$ cat config.mk
export PLATFORM = sky130hd
export DESIGN_NAME = pacman_move_ctrl
export DESIGN_NICKNAME = d
export VERILOG_FILES = /design/src/rtl/pacman_move_ctrl.sv
export SDC_FILE = /design/constraint.sdc
export NUM_CORES = 1
export LEC_CHECK = 0
export CAP_MARGIN = 5
export CORE_UTILIZATION = 42
export CTS_BUF_LIST = sky130_fd_sc_hd__clkbuf_16
export DETAILED_ROUTE_END_ITERATION = 10
export HOLD_SLACK_MARGIN = 0.1
export PLACE_DENSITY = 0.82
export SLEW_MARGIN = 20
export SYNTH_ARGS = -nofsm -noshare
export SYNTH_HDL_FRONTEND = slang
export SYNTH_SLANG_ARGS = --single-unit
$ cat constraint.sdc
create_clock -name CLOCK_50 -period 3.43 [get_ports CLOCK_50]
set_input_delay 0.5145 -clock CLOCK_50 [delete_from_list [all_inputs] [get_ports CLOCK_50]]
set_output_delay 0.5145 -clock CLOCK_50 [all_outputs]
set_load 0.05 [all_outputs]
$ cat src/rtl/pacman_move_ctrl.sv
// Pac-Man move request generator: samples direction buttons, checks the candidate
// tile in map RAM for a wall, and holds a curr/next request until the writer commits it.
module pacman_move_ctrl #(
    parameter int         MAP_W       = 40,
    parameter int         MAP_H       = 30,
    parameter int         START_X     = 20,
    parameter int         START_Y     = 22,
    parameter logic [3:0] WALL_CODE   = 4'd3,
    parameter int         MOVE_PERIOD = 2500000
) (
    input  logic         CLOCK_50,
    input  logic         reset,
    input  logic         up,
    input  logic         down,
    input  logic         left,
    input  logic         right,
    input  logic         done,
    input  logic [159:0] rddata,
    output logic [4:0]   rdaddr,
    output logic [5:0]   curr_pacman_x,
    output logic [4:0]   curr_pacman_y,
    output logic [5:0]   next_pacman_x,
    output logic [4:0]   next_pacman_y,
    output logic         ready,
    output logic         blocked
);

    localparam int              CNT_W   = (MOVE_PERIOD > 1) ? $clog2(MOVE_PERIOD) : 1;
    localparam logic [CNT_W-1:0] CNT_MAX = CNT_W'(MOVE_PERIOD - 1);

    typedef enum logic [2:0] {IDLE, FETCH, WAIT, CHECK, PENDING} state_t;
    typedef enum logic [2:0] {HEAD_NONE, HEAD_UP, HEAD_DOWN, HEAD_LEFT, HEAD_RIGHT} head_t;

    state_t           state_q, state_d;
    head_t            head_q, head_d;
    logic [CNT_W-1:0] cnt_q, cnt_d;
    logic [5:0]       curr_x_q, curr_x_d, next_x_q, next_x_d, cand_x_q, cand_x_d;
    logic [4:0]       curr_y_q, curr_y_d, next_y_q, next_y_d, cand_y_q, cand_y_d;
    logic             ready_q, ready_d, blocked_q, blocked_d;
    logic             tick;
    logic [7:0]       tile_lsb;
    logic [3:0]       tile;

    function automatic logic [5:0] step_x(input logic [5:0] x, input head_t h);
        if (h == HEAD_LEFT)  return (x == 6'd0) ? 6'(MAP_W - 1) : x - 6'd1;
        if (h == HEAD_RIGHT) return (x == 6'(MAP_W - 1)) ? 6'd0 : x + 6'd1;
        return x;
    endfunction

    function automatic logic [4:0] step_y(input logic [4:0] y, input head_t h);
        if (h == HEAD_UP)   return (y == 5'd0) ? 5'(MAP_H - 1) : y - 5'd1;
        if (h == HEAD_DOWN) return (y == 5'(MAP_H - 1)) ? 5'd0 : y + 5'd1;
        return y;
    endfunction

    assign tick     = (cnt_q == CNT_MAX);
    // Column 0 sits in the most significant nibble of the row.
    assign tile_lsb = 8'd156 - {cand_x_q, 2'b00};
    assign tile     = rddata[tile_lsb +: 4];
    assign rdaddr   = (state_q == IDLE) ? curr_y_q : cand_y_q;

    always_comb begin
        state_d   = state_q;
        head_d    = head_q;
        cnt_d     = tick ? '0 : cnt_q + 1'b1;
        curr_x_d  = curr_x_q;
        curr_y_d  = curr_y_q;
        next_x_d  = next_x_q;
        next_y_d  = next_y_q;
        cand_x_d  = cand_x_q;
        cand_y_d  = cand_y_q;
        ready_d   = ready_q;
        blocked_d = 1'b0;

        if (up)         head_d = HEAD_UP;
        else if (down)  head_d = HEAD_DOWN;
        else if (left)  head_d = HEAD_LEFT;
        else if (right) head_d = HEAD_RIGHT;

        case (state_q)
            IDLE: begin
                if (tick && head_q != HEAD_NONE) begin
                    cand_x_d = step_x(curr_x_q, head_q);
                    cand_y_d = step_y(curr_y_q, head_q);
                    state_d  = FETCH;
                end
            end
            FETCH: state_d = WAIT;
            WAIT:  state_d = CHECK;
            CHECK: begin
                if (tile == WALL_CODE) begin
                    blocked_d = 1'b1;
                    state_d   = IDLE;
                end else begin
                    next_x_d = cand_x_q;
                    next_y_d = cand_y_q;
                    ready_d  = 1'b1;
                    state_d  = PENDING;
                end
            end
            PENDING: begin
                // Ticks landing here are simply lost; only done moves us on.
                if (done) begin
                    curr_x_d = next_x_q;
                    curr_y_d = next_y_q;
                    ready_d  = 1'b0;
                    state_d  = IDLE;
                end
            end
            default: state_d = IDLE;
        endcase
    end

    always_ff @(posedge CLOCK_50 or negedge reset) begin
        if (!reset) begin
            state_q   <= IDLE;
            head_q    <= HEAD_NONE;
            cnt_q     <= '0;
            curr_x_q  <= 6'(START_X);
            curr_y_q  <= 5'(START_Y);
            next_x_q  <= 6'(START_X);
            next_y_q  <= 5'(START_Y);
            cand_x_q  <= 6'(START_X);
            cand_y_q  <= 5'(START_Y);
            ready_q   <= 1'b0;
            blocked_q <= 1'b0;
        end else begin
            state_q   <= state_d;
            head_q    <= head_d;
            cnt_q     <= cnt_d;
            curr_x_q  <= curr_x_d;
            curr_y_q  <= curr_y_d;
            next_x_q  <= next_x_d;
            next_y_q  <= next_y_d;
            cand_x_q  <= cand_x_d;
            cand_y_q  <= cand_y_d;
            ready_q   <= ready_d;
            blocked_q <= blocked_d;
        end
    end

    assign curr_pacman_x = curr_x_q;
    assign curr_pacman_y = curr_y_q;
    assign next_pacman_x = next_x_q;
    assign next_pacman_y = next_y_q;
    assign ready         = ready_q;
    assign blocked       = blocked_q;

endmodule

==> impl_metrics.env, run 1 <==
export IMPL_die_area_mm2=0.0104
export IMPL_placementRows=36
export IMPL_finalSetupViolCount=0
export IMPL_antenna_cells=0
export IMPL_final_hold_viol_count=0
export IMPL_start_util=0.430
export IMPL_areaGrowthSynthToFinish_pct=56.7
export IMPL_post_route_min_period_ns=2.88
export IMPL_grt_pass1_vias=4088
export IMPL_status="completed"
export IMPL_dieHeight_um=102
export IMPL_syn_area_per_cell_um2=9.87
export IMPL_avgRoutedWirePerCell_um=18.4
export IMPL_fmax_ghz=0.347
export IMPL_synth_top_family_by_area="simple AND/OR/NAND/NOR gates"
export IMPL_ys_warn_count=0
export IMPL_num_nets_final=797
export IMPL_vdd_ir_drop_worst_v=0.000298
export IMPL_dp_slack_ns=0.317
export IMPL_viasPerCell=5.52
export IMPL_cts_buffers=9
export IMPL_ys_types=64
export IMPL_synthXorXnorAreaFrac=0.0565
export IMPL_relSlewSlack=0.497
export IMPL_cts_clk_slew_worst_paths_ns=0.05
export IMPL_grtUsageTotal=0.274
export IMPL_yosys_area_share_adder=0.0239
export IMPL_cp_required_ns=3.63
export IMPL_synth_seq_cells=63
export IMPL_via_count=4193
export IMPL_clock_sinks=63
export IMPL_tns_ns=0
export IMPL_clock_latency_ns=0.32
export IMPL_gr_total_overflow=0
export IMPL_drt_wl_total_um=14000
export IMPL_p_int_mw=1.53
export IMPL_portBuffers=195
export IMPL_cp_slowest_stage_delay_ns=0.54
export IMPL_grt_max_degree=33
export IMPL_place_inst=744
export IMPL_fp_coreArea_mm2=0.00973
export IMPL_cp_start_kind="flip-flop"
export IMPL_rsz0062_at_grt="false"
export IMPL_cts_resized=0
export IMPL_post_route_drc_count=0
export IMPL_die_w_um=102
export IMPL_final_area_mm2=0.00655
export IMPL_cts_hold_buffers_added=0
export IMPL_drive_above_1_share=0.126
export IMPL_cp_arrival_ns=3.08
export IMPL_worstPathCellList="buf_4 -> or3b_1 -> a22oi_1 -> a21boi_1 -> nor4bb_1 -> o31a_4 -> mux2_2"
export IMPL_muxShareOfSynthArea=0.129
export IMPL_seqPwrFrac=0.387
export IMPL_fin_skew_ns=0.00693
export IMPL_worstHoldPathType="in2async"
export IMPL_drt_pass1_iterations=4
export IMPL_synthCells=424
export IMPL_ctsLongestPathBuffers=2
export IMPL_p_sw_mw=0.450
export IMPL_grt_pass1_wl_um=21200
export IMPL_maxSlewViolCount=0
export IMPL_synth_edf_count=0
export IMPL_final_antenna_net_count=0
export IMPL_synth_compound_area_frac=0.128
export IMPL_p_sw_frac=0.227
export IMPL_post_route_period_util=0.841
export IMPL_netlist_area_mm2=0.00418
export IMPL_slowest_stage="dfrtp_1"
export IMPL_synth_ff_type="dfrtp_1"
export IMPL_clockPowerShare=0.430
export IMPL_finalWorstSetupSlack_ns=0.547
export IMPL_yosysSeqAreaShare=0.381
export IMPL_maxCapViolCount=0
export IMPL_io_pins=196
export IMPL_place_area_mm2=0.00627
export IMPL_place_hpwl_um=11200
export IMPL_crit_fanout=13
export IMPL_cts_setup_buffers=0
export IMPL_critPathKind="reg2reg"
export IMPL_tritoncts="yes"
export IMPL_drt_initial_drc_count=101
export IMPL_crit_path_end_kind="flip-flop"
export IMPL_power_density_mw_per_mm2=303
export IMPL_cts_htree_levels=3
export IMPL_place_congestion=1.03
export IMPL_syn_nets=599
export IMPL_antenna_found_initial=0
export IMPL_cts_root_buffer_cell="clkbuf_16"
export IMPL_power_mw=1.98
export IMPL_p_leak_nw=2.67
export IMPL_worst_slew_pin_slew_ns=0.752
export IMPL_p_comb_frac=0.183
export IMPL_ys_async_sr_fraction=1.00
export IMPL_yosys_area_share_simple=0.237
export IMPL_instances_no_fill=760
final timing paths:
kind / startpoint / to / slack (ns) / cells past startpoint
min in group CLOCK_50: cnt_q[0]$_DFF_PN0_ / cnt_q[0]$_DFF_PN0_ / 0.48 / 1
min: reset / curr_pacman_y[3]$_DFFE_PN0P_ / 0.26 / 1
max in group asynchronous: reset / curr_pacman_x[2]$_DFFE_PN1P_ / 2.40 / 2
min reg2reg: cnt_q[0]$_DFF_PN0_ / cnt_q[0]$_DFF_PN0_ / 0.48 / 1
max: cand_x_q[0]$_DFFE_PN0P_ / next_pacman_x[0]$_DFFE_PN0P_ / 0.55 / 7
max reg2reg: cand_x_q[0]$_DFFE_PN0P_ / next_pacman_x[0]$_DFFE_PN0P_ / 0.55 / 7
state kept, by name (all words and copies together), names as in the netlist:
signal         count
cand_y_q           5
blocked            1
cand_x_q           6
head_q             3
next_pacman_x      6
curr_pacman_y      5
curr_pacman_x      6
cnt_q             22
state_q            3
ready              1
next_pacman_y      5
cell usage in the layout (no fill, tap or decap), types with 4 or more instances in the layout:
cell type        instances
xnor2_1                 16
nor2b_1                  5
nor3_1                  13
mux4_2                   5
a21oi_1                  9
xor2_1                  11
nor2_1                  33
nor4bb_1                 7
clkbuf_16                9
a211oi_1                 5
nand3_1                 16
o21ai_0                 18
a221oi_1                 4
and3_1                  10
nor4_1                   5
dfstp_2                 15
nand4_1                  4
inv_1                   20
ha_1                     8
nand2_1                 42
nor4b_1                 11
dfrtp_1                 48
buf_4                   12
a31oi_1                  4
clkdlybuf4s50_1        194
mux2_2                  20
o32ai_1                  5
mux2_4                   8
and4_1                   5
power by group through the flow:
stage / logic [mW] / clock network [mW] / registers, mW
final: 0.364 / 0.852 / 0.768
after detailed placement: 0.361 / 0 / 0.779
after global routing: 0.391 / 0.905 / 0.769
after floorplan: 0.0952 / 0 / 0.797
after global placement: 0.355 / 0 / 0.779
after CTS: 0.365 / 0.867 / 0.767
final cells by class:
class,count,area [um2]
clock buffer,9,225
clock inverter,7,58.8
fill,771,3180
inverter,17,63.8
multi-input combinational,324,2410
sequential,63,1600
tap,133,166
timing repair buffer,207,2040
Yosys cell counts (7+ instances only):
cell	instances	area [um2]
nor3_1	13	65.1
and3_1	10	62.6
a21oi_1	9	45.0
nand3_1	16	80.1
ha_1	8	100
o21ai_0	18	90.1
nor4bb_1	7	70.1
dfrtp_1	48	1200
xor2_1	11	96.3
xnor2_1	16	140
nor4b_1	11	96.3
clkbuf_1	12	45.0
nand2_1	42	158
mux2_4	8	120
dfstp_2	15	394
inv_1	17	63.8
nor2_1	33	124
mux2_2	20	225
kinds of logic after synthesis:
family                     Yosys count
and+or+nand+nor                    176
muxes                               38
AOI/OAI and AO/OA                   75
xor gates and xnor gates            27
adders and majority gates            8
buffers and inverters               37
DFF                                 63
per-stage QoR:
| step | hold slack (ns) | utilization |
|---|---|---|
| final | 0.255 | 0.673 |
| after global routing | 0.311 | 0.673 |
| after CTS | 0.277 | 0.673 |
| after detailed placement | 0.479 | 0.644 |
| after global placement | 0.475 | 0.644 |
| after floorplan | 0.219 | - |
metal layers:
layer	vias to the layer above	GRT usage	routed length, um
li1	1988	-	-
met2	145	0.475	6970
met4	0	0.0847	310
met5	-	0	0
met1	2038	0.341	5720
met3	22	0.0573	963
critical path, delay by kind of cell, from the launching register on:
kind | cells | cell delay, ns
AO/OA/AOI/OAI | 3 | 0.67
buffers and inverters | 1 | 0.28
flip-flops | 1 | 0.54
multiplexers | 1 | 0.37
AND/OR/NAND/NOR | 2 | 0.90
(Power assumes the default switching activity.)
==> run 2, diff against run 1 <==
Clock period 3.43 ns to 2.86 ns, I/O delays scaled along.
==> run 2 against run 1 <==
  * Clock skew shrank 0.0039 ns
  * Cell area grew 1.7%
  * Sequential share of layout area shrank 0.40 points
  * Sequential cell count is the same
  * Global-route usage grew 0.58 points
  * Critical path type unchanged
  * Register-to-register slack lost 0.39 ns
  * Clock power grew 44%
  * Via count grew 0.26%
  * Largest power group unchanged
==> impl_metrics.env, run 2 (synthesized netlist as in run 1, its figures left out) <==
export IMPL_p_int_mw=2.02
export IMPL_tritoncts="yes"
export IMPL_p_sw_mw=0.561
export IMPL_worstPathCellList="buf_4 -> nor4bb_1 -> nor4_1 -> or4_1 -> o21bai_1 -> o31a_4 -> mux2_2"
export IMPL_p_comb_frac=0.170
export IMPL_crit_fanout=16
export IMPL_maxCapViolCount=0
export IMPL_clock_sinks=63
export IMPL_r2r_start="cand_x_q[1]$_DFFE_PN0P_"
export IMPL_dieHeight_um=102
export IMPL_top_register="cnt_q"
export IMPL_power_density_mw_per_mm2=388
export IMPL_drt_pass1_iterations=5
export IMPL_largest_reg_flops=22
export IMPL_ff2ff_path_depth=7
export IMPL_status="completed"
export IMPL_cp_required_ns=3.07
export IMPL_p_leak_nw=2.72
export IMPL_tns_ns=0
export IMPL_avgRoutedWirePerCell_um=18.8
export IMPL_antenna_found_initial=0
export IMPL_dp_slack_ns=-0.143
export IMPL_finalSetupViolCount=0
export IMPL_drt_initial_drc_count=108
export IMPL_crit_path_end_kind="flip-flop"
export IMPL_cts_clk_slew_worst_paths_ns=0.05
export IMPL_p_sw_frac=0.217
export IMPL_io_pins=196
export IMPL_cts_htree_levels=3
export IMPL_gr_total_overflow=0
export IMPL_via_count=4204
export IMPL_maxSlewViolCount=0
export IMPL_cp_slowest_stage_delay_ns=0.55
export IMPL_crit_buf_inv=1
export IMPL_r2r_end="next_pacman_x[1]$_DFFE_PN0P_"
export IMPL_fmax_ghz=0.370
export IMPL_post_route_min_period_ns=2.70
export IMPL_clock_latency_ns=0.33
export IMPL_start_util=0.430
export IMPL_die_w_um=102
export IMPL_viasPerCell=5.48
export IMPL_grtUsageTotal=0.279
export IMPL_place_area_mm2=0.00631
export IMPL_antenna_cells=0
export IMPL_cts_root_buffer_cell="clkbuf_16"
export IMPL_final_antenna_net_count=0
export IMPL_ctsLongestPathBuffers=2
export IMPL_slowest_stage="or4_1"
export IMPL_post_route_drc_count=0
export IMPL_drive_above_1_share=0.136
export IMPL_grt_max_degree=34
export IMPL_r2r_slack_ns=0.16
export IMPL_relSlewSlack=0.493
export IMPL_post_route_period_util=0.945
export IMPL_hold_path_startpoint="cnt_q[0]$_DFF_PN0_"
export IMPL_num_nets_final=804
export IMPL_worstHoldPathType="reg2reg"
export IMPL_whs_path_depth=1
export IMPL_grt_pass1_wl_um=21600
export IMPL_seqPwrFrac=0.356
export IMPL_areaGrowthSynthToFinish_pct=59.3
export IMPL_final_area_mm2=0.00666
export IMPL_place_congestion=1.02
export IMPL_cp_top_family="simple AND/OR/NAND/NOR gates"
export IMPL_cts_buffers=9
export IMPL_cp_start_kind="flip-flop"
export IMPL_final_cell_mix="194 x clkdlybuf4s50_1, 48 x dfrtp_1, 42 x nand2_1"
export IMPL_clockPowerShare=0.474
export IMPL_final_common_cell="clkdlybuf4s50_1"
export IMPL_n_fill_cell=754
export IMPL_worst_slew_pin_slew_ns=0.758
export IMPL_finalWorstSetupSlack_ns=0.157
export IMPL_final_util=0.685
export IMPL_cts_resized=0
export IMPL_portBuffers=195
export IMPL_place_hpwl_um=11200
export IMPL_hold_end="cnt_q[0]$_DFF_PN0_"
export IMPL_grt_pass1_vias=4263
export IMPL_vdd_ir_drop_worst_v=0.000345
export IMPL_drt_wl_total_um=14400
export IMPL_fp_coreArea_mm2=0.00973
export IMPL_fin_skew_ns=0.00304
export IMPL_rsz0062_at_grt="false"
export IMPL_critPathKind="reg2reg"
export IMPL_cp_arrival_ns=2.91
export IMPL_die_area_mm2=0.0104
export IMPL_final_hold_viol_count=0
export IMPL_placementRows=36
[run 2: cell types whose count changed in the layout (fill, tap and decap cells not counted)]
| cell | delta |
|---|---|
| dlygate4sd3_1 | +1 |
| clkinv_2 | -2 |
| clkinv_1 | +1 |
| inv_1 | -2 |
| buf_4 | +6 |
| clkinvlp_4 | +1 |
| bufinv_16 | +2 |
[run 2: stage by stage]
stage          hold WS (ns)  std cells  total power [mW]
6_report              0.480        767              2.59
5_1_grt               0.512        767              2.67
4_1_cts               0.483        767              2.60
3_5_place_dp          0.357        750              1.37
3_3_place_gp          0.347        750              1.36
2_1_floorplan         0.133        424              1.07
[run 2: timing repair]
item | in CTS | in global routing
hold endpoints to repair | 7 | 0
setup buffers | 0 | 0
hold buffers | 1 | 0
[run 2: final cells by class]
class / instances / area (um2) / area share
Multi-Input combinational cell: 324 / 2410 / 0.361
Timing Repair Buffer: 214 / 2090 / 0.314
Sequential cell: 63 / 1600 / 0.239
Clock buffer: 9 / 225 / 0.0338
Tap cell: 133 / 166 / 0.0250
Clock inverter: 7 / 113 / 0.0169
Inverter: 17 / 63.8 / 0.00958
[run 2: power groups by stage]
stage	logic [mW]	registers (mW)	clock network (mW)
after CTS	0.439	0.921	1.24
final	0.438	0.921	1.23
after global placement	0.426	0.934	0
after detailed placement	0.432	0.935	0
after global routing	0.471	0.923	1.27
after floorplan	0.114	0.956	0
[run 2: how the worst max path moves through the flow]
stage | from | endpoint | cells past startpoint
2_1_floorplan | cand_x_q[4]$_DFFE_PN1P_ | next_pacman_x[3]$_DFFE_PN0P_ | 9
3_3_place_gp | rddata[53] | next_pacman_x[0]$_DFFE_PN0P_ | 7
3_5_place_dp | rddata[53] | next_pacman_x[1]$_DFFE_PN0P_ | 7
4_1_cts | cand_x_q[1]$_DFFE_PN0P_ | next_pacman_x[1]$_DFFE_PN0P_ | 7
5_1_grt | cand_x_q[1]$_DFFE_PN0P_ | next_pacman_x[1]$_DFFE_PN0P_ | 7
6_report | cand_x_q[1]$_DFFE_PN0P_ | next_pacman_x[1]$_DFFE_PN0P_ | 7
[run 2: per-layer routing]
| metal | wire length (um) | up-vias | track usage |
|---|---|---|---|
| li1 | - | 1991 | - |
| met4 | 325 | 0 | 0.0948 |
| met2 | 7180 | 160 | 0.493 |
| met1 | 5780 | 2030 | 0.329 |
| met5 | 0 | - | 0 |
| met3 | 1120 | 23 | 0.0738 |
==> run 3, diff against run 2 <==
Clock period 2.86 ns to 3.1 ns, I/O delays scaled along.
==> run 3 against run 2 <==
  * Power shrank 15%
  * Cell area shrank 1.6%
  * Clock skew is essentially flat
  * Highest routed layer unchanged
  * First-iteration DRC count grew 19%
  * Largest power group unchanged
  * Cell count shrank 1.0%
  * Hold slack lost 0.29 ns
  * Sequential share of layout area grew 0.39 points
  * Sequential cell count is the same
  * Via count shrank 1.3%
  * Critical path depth is the same
  * Non-clock buffer count shrank 8
==> impl_metrics.env, run 3 (synthesized netlist as in run 1, its figures left out) <==
export IMPL_status="completed"
export IMPL_maxSlewViolCount=0
export IMPL_io_pins=196
export IMPL_drt_wl_total_um=14400
export IMPL_critPathKind="in2reg"
export IMPL_avgRoutedWirePerCell_um=19.0
export IMPL_power_density_mw_per_mm2=336
export IMPL_top_register="cnt_q"
export IMPL_dieHeight_um=102
export IMPL_ctsLongestPathBuffers=2
export IMPL_clock_latency_ns=0.32
export IMPL_final_antenna_net_count=0
export IMPL_place_hpwl_um=11300
export IMPL_relSlewSlack=0.427
export IMPL_antenna_cells=0
export IMPL_cts_hold_buffers_added=0
export IMPL_crit_fanout=13
export IMPL_grtUsageTotal=0.284
export IMPL_cts_resized=0
export IMPL_num_nets_final=796
export IMPL_instances_no_fill=759
export IMPL_cts_setup_buffers=0
export IMPL_start_util=0.430
export IMPL_place_congestion=1.00
export IMPL_cp_start_kind="input pin"
export IMPL_drt_initial_drc_count=128
export IMPL_largest_reg_flops=22
export IMPL_antenna_found_initial=0
export IMPL_final_common_cell="clkdlybuf4s50_1"
export IMPL_crit_path_end_kind="flip-flop"
export IMPL_grt_pass1_vias=4203
export IMPL_worstPathCellList="clkdlybuf4s50_1 -> nand2_1 -> mux4_2 -> o41a_1 -> a221oi_2 -> o31a_4 -> mux2_2"
export IMPL_place_area_mm2=0.00627
export IMPL_p_leak_nw=2.67
export IMPL_cp_arrival_ns=2.93
export IMPL_areaGrowthSynthToFinish_pct=56.7
export IMPL_grt_max_degree=36
export IMPL_worstHoldPathType="in2async"
export IMPL_slowest_stage="mux4_2"
export IMPL_portBuffers=195
export IMPL_cts_root_buffer_cell="clkbuf_16"
export IMPL_power_mw=2.20
export IMPL_place_inst=743
export IMPL_tritoncts="yes"
export IMPL_clock_sinks=63
export IMPL_grt_pass1_wl_um=22000
export IMPL_die_area_mm2=0.0104
export IMPL_rsz0062_at_grt="false"
export IMPL_post_route_min_period_ns=2.73
export IMPL_cts_buffers=9
export IMPL_die_w_um=102
export IMPL_drive_above_1_share=0.125
export IMPL_finalSetupViolCount=0
export IMPL_fp_coreArea_mm2=0.00973
export IMPL_final_hold_viol_count=0
export IMPL_via_count=4150
export IMPL_dp_slack_ns=0.0798
export IMPL_cts_htree_levels=3
export IMPL_post_route_period_util=0.880
export IMPL_viasPerCell=5.47
export IMPL_cp_slowest_stage_delay_ns=0.48
export IMPL_worst_slew_pin_slew_ns=0.857
export IMPL_gr_total_overflow=0
export IMPL_drt_pass1_iterations=4
export IMPL_final_cell_mix="194 x clkdlybuf4s50_1, 48 x dfrtp_1, 42 x nand2_1"
export IMPL_post_route_drc_count=0
export IMPL_fin_skew_ns=0.00309
export IMPL_tns_ns=0
export IMPL_cp_required_ns=3.30
export IMPL_maxCapViolCount=0
export IMPL_finalWorstSetupSlack_ns=0.373
export IMPL_final_area_mm2=0.00656
export IMPL_fmax_ghz=0.367
export IMPL_vdd_ir_drop_worst_v=0.000392
export IMPL_cts_clk_slew_worst_paths_ns=0.05
export IMPL_placementRows=36
-- run 3: cell types whose count changed in the layout (fill, tap and decap cells not counted), moves of 2 or more --
cell | before | now
clkinv_2 | 0 | 3
bufinv_16 | 3 | 1
clkinvlp_4 | 2 | 0
buf_4 | 18 | 10
-- run 3: final timing paths --
| path | cells past startpoint | to | slack, ns | startpoint |
|---|---|---|---|---|
| hold / removal | 1 | cand_x_q[5]$_DFFE_PN0P_ | 0.19 | reset |
| min in group CLOCK_50 | 2 | cand_y_q[4]$_DFFE_PN1P_ | 0.49 | cand_y_q[4]$_DFFE_PN1P_ |
| setup reg to reg | 7 | next_pacman_x[0]$_DFFE_PN0P_ | 0.40 | cand_x_q[1]$_DFFE_PN0P_ |
| hold reg to reg | 2 | cand_y_q[4]$_DFFE_PN1P_ | 0.49 | cand_y_q[4]$_DFFE_PN1P_ |
| max in group asynchronous | 2 | cand_y_q[1]$_DFFE_PN1P_ | 2.23 | reset |
| setup / recovery | 7 | next_pacman_x[0]$_DFFE_PN0P_ | 0.37 | rddata[61] |
-- run 3: area by class of cell --
| type | count | area [um2] |
|---|---|---|
| Fill cell | 775 | 3170 |
| Multi-Input combinational cell | 324 | 2410 |
| Timing Repair Buffer | 206 | 2040 |
| Sequential cell | 63 | 1600 |
| Clock buffer | 9 | 225 |
| Tap cell | 133 | 166 |
| Inverter | 17 | 63.8 |
| Clock inverter | 7 | 56.3 |
-- run 3: critical path, delay by kind of cell --
family / cells / cell delay [ns]
buffers and inverters: 1 / 0.45
AO/OA/AOI/OAI: 3 / 1.05
multiplexers: 2 / 0.85
AND/OR/NAND/NOR: 1 / 0.10
-- run 3: report_power, final --
part	leakage (nW)	switching, mW	internal, mW
clock	0.149	0.336	0.608
combinational	1.73	0.152	0.256
sequential	0.795	0.0164	0.834
total	2.67	0.505	1.70
-- run 3: per-layer routing --
metal	GRT usage	up-vias	part of all wire
li1	-	1975	-
met1	0.355	1995	0.41
met2	0.487	154	0.49
met3	0.0600	26	0.069
met4	0.0925	0	0.025
met5	0	-	0
-- run 3: per-stage QoR --
step	hold slack [ns]	utilization
finish	0.185	0.674
global route	0.237	0.674
floorplan	0.169	-
global placement	0.473	0.645
detailed placement	0.482	0.645
CTS	0.201	0.674
==> RTL change, RTL diff (config.mk and constraints of run 2) <==
Set the parameter `MOVE_PERIOD` to 625000 (it was 2500000).
--- a/src/rtl/pacman_move_ctrl.sv
+++ b/src/rtl/pacman_move_ctrl.sv
@@ -8,3 +8,3 @@
     parameter logic [3:0] WALL_CODE   = 4'd3,
-    parameter int         MOVE_PERIOD = 2500000
+    parameter int         MOVE_PERIOD = 625000
 ) (
Behaviour: no difference found for any inputs over 10 cycles, from zero or initial values and one cycle with reset low; that may be too few to reach the edited logic, so the function may still have changed.
==> RTL change against run 2 <==
- clock skew increased by 0.0051 ns
- highest routed layer unchanged
- die area is 4.2% higher
- routed wire length is 9.6% higher
- synthesized area up 4.3%
- combinational power is 1% higher
- total power down 7.6%
- worst setup slack improved by 0.023 ns
- critical path type is now register to output port
- sequential power decreased by 2.6%
- critical path depth fell by 3
- first-iteration DRC count grew to 3.0 times the old value
- global-route usage up 1.6 points
- count of clock-buffer cells in the layout unchanged
- sequential cell count fell by 2
- cell area is 1.4% higher
==> RTL change: results (changes against run 2) <==
[power]
pwr-share-comb = 0.186  ; was 0.170
p_leak_nw = 2.64  ; was 2.72 nW
clkPwrFrac = 0.439  ; was 0.474
p_sw_mw = 0.568  ; was 0.561 mW

[synthesis]
ys_seq_area_frac = 0.354  ; was 0.381
synth_compound_area_frac = 0.169  ; was 0.128
synth_nets = 659  ; was 599
synth_common_cells = 46 x dfrtp_1, 44 x nand2_1, 36 x nor2_1  ; was 48 x dfrtp_1, 42 x nand2_1, 33 x nor2_1
syn_area_per_cell_um2 = 9.02  ; was 9.87 µm²
yosysUniqueCellTypes = 66  ; was 64
synthMuxAreaShare = 0.0628  ; was 0.129
synthTopCellsByArea = dfrtp_1 26%, dfstp_2 9.0%, nand2_1 3.8%  ; was dfrtp_1 29%, dfstp_2 9.4%, mux2_2 5.4%
synth_xor_area_frac = 0.0502  ; was 0.0565
synthAdderAreaFrac = 0.0229  ; was 0.0239

[finish]
finalNetCount = 851  ; was 804
largest_reg_flops = 20  ; was 22
drive_gt1_frac = 0.119  ; was 0.136
fillerInstances = 781  ; was 754

[grt]
grtUsageTotal = 0.295  ; was 0.279
first_global_vias = 4807  ; was 4,263
grt_start_max_net_pins = 45  ; was 34
grt_first_pass_wirelength_um = 25100  ; was 21,600 µm

[sta]
worst_slew_pin_slew_ns = 0.889  ; was 0.758 ns
skew_ns = 0.00810  ; was 0.00304 ns
hold-worst-slack_ns = 0.472  ; was 0.480 ns

[setup_path]
cp_slowest_cell = clkdlybuf4s50_1  ; was or4_1
crit_family = buffers and inverters  ; was simple AND/OR/NAND/NOR gates
r2r_setup_slack_ns = 0.20  ; was 0.16 ns
slowest_delay_ns = 0.71  ; was 0.55 ns
startpoint = state_q[2]  ; was cand_x_q[1]
path_max_fanout = 7  ; was 16
critPathArrivalTime_ns = 2.25  ; was 2.91 ns
r2r_end = blocked  ; was next_pacman_x[1]

[drt]
dr.first_iter.drc_count = 320  ; was 108
wl_per_cell_um = 19.4  ; was 18.8 µm
viasPerCell = 5.88  ; was 5.48
drt_wl_total_um = 15800  ; was 14,400 µm

[place]
dp.cells = 797  ; was 750
place_area_um2 = 6450  ; was 6310 µm²
dp_slack_ns = 0.0620  ; was -0.143 ns

[status]
status = complete, no violations  ; unchanged

==> RTL change: cell types whose count changed after synthesis, sizes merged, moves of 6 or more <==
| cell | delta |
|---|---|
| mux2 | -14 |
| o311ai | +10 |
| clkbuf | +12 |
| and2 | +8 |
| a22oi | +11 |
| nor4bb | +6 |
| nand4 | +15 |
| nand3 | +7 |
==> RTL change: final cells by class <==
cell class / instances / area [µm²] / share of cell area
clock buffers: 9 / 225 / 0.0333
repair buffers: 213 / 2100 / 0.310
multi-input cells: 372 / 2580 / 0.383
flip-flops and latches: 61 / 1550 / 0.229
inverters: 19 / 71.3 / 0.0106
clock inverters: 7 / 66.3 / 0.00981
well taps: 133 / 166 / 0.0246
==> RTL change: routing by layer <==
| layer | track usage | part of all wire |
|---|---|---|
| met1 | 0.358 | 0.40 |
| met2 | 0.507 | 0.50 |
| met3 | 0.0670 | 0.067 |
| met4 | 0.115 | 0.036 |
| met5 | 0 | 0 |
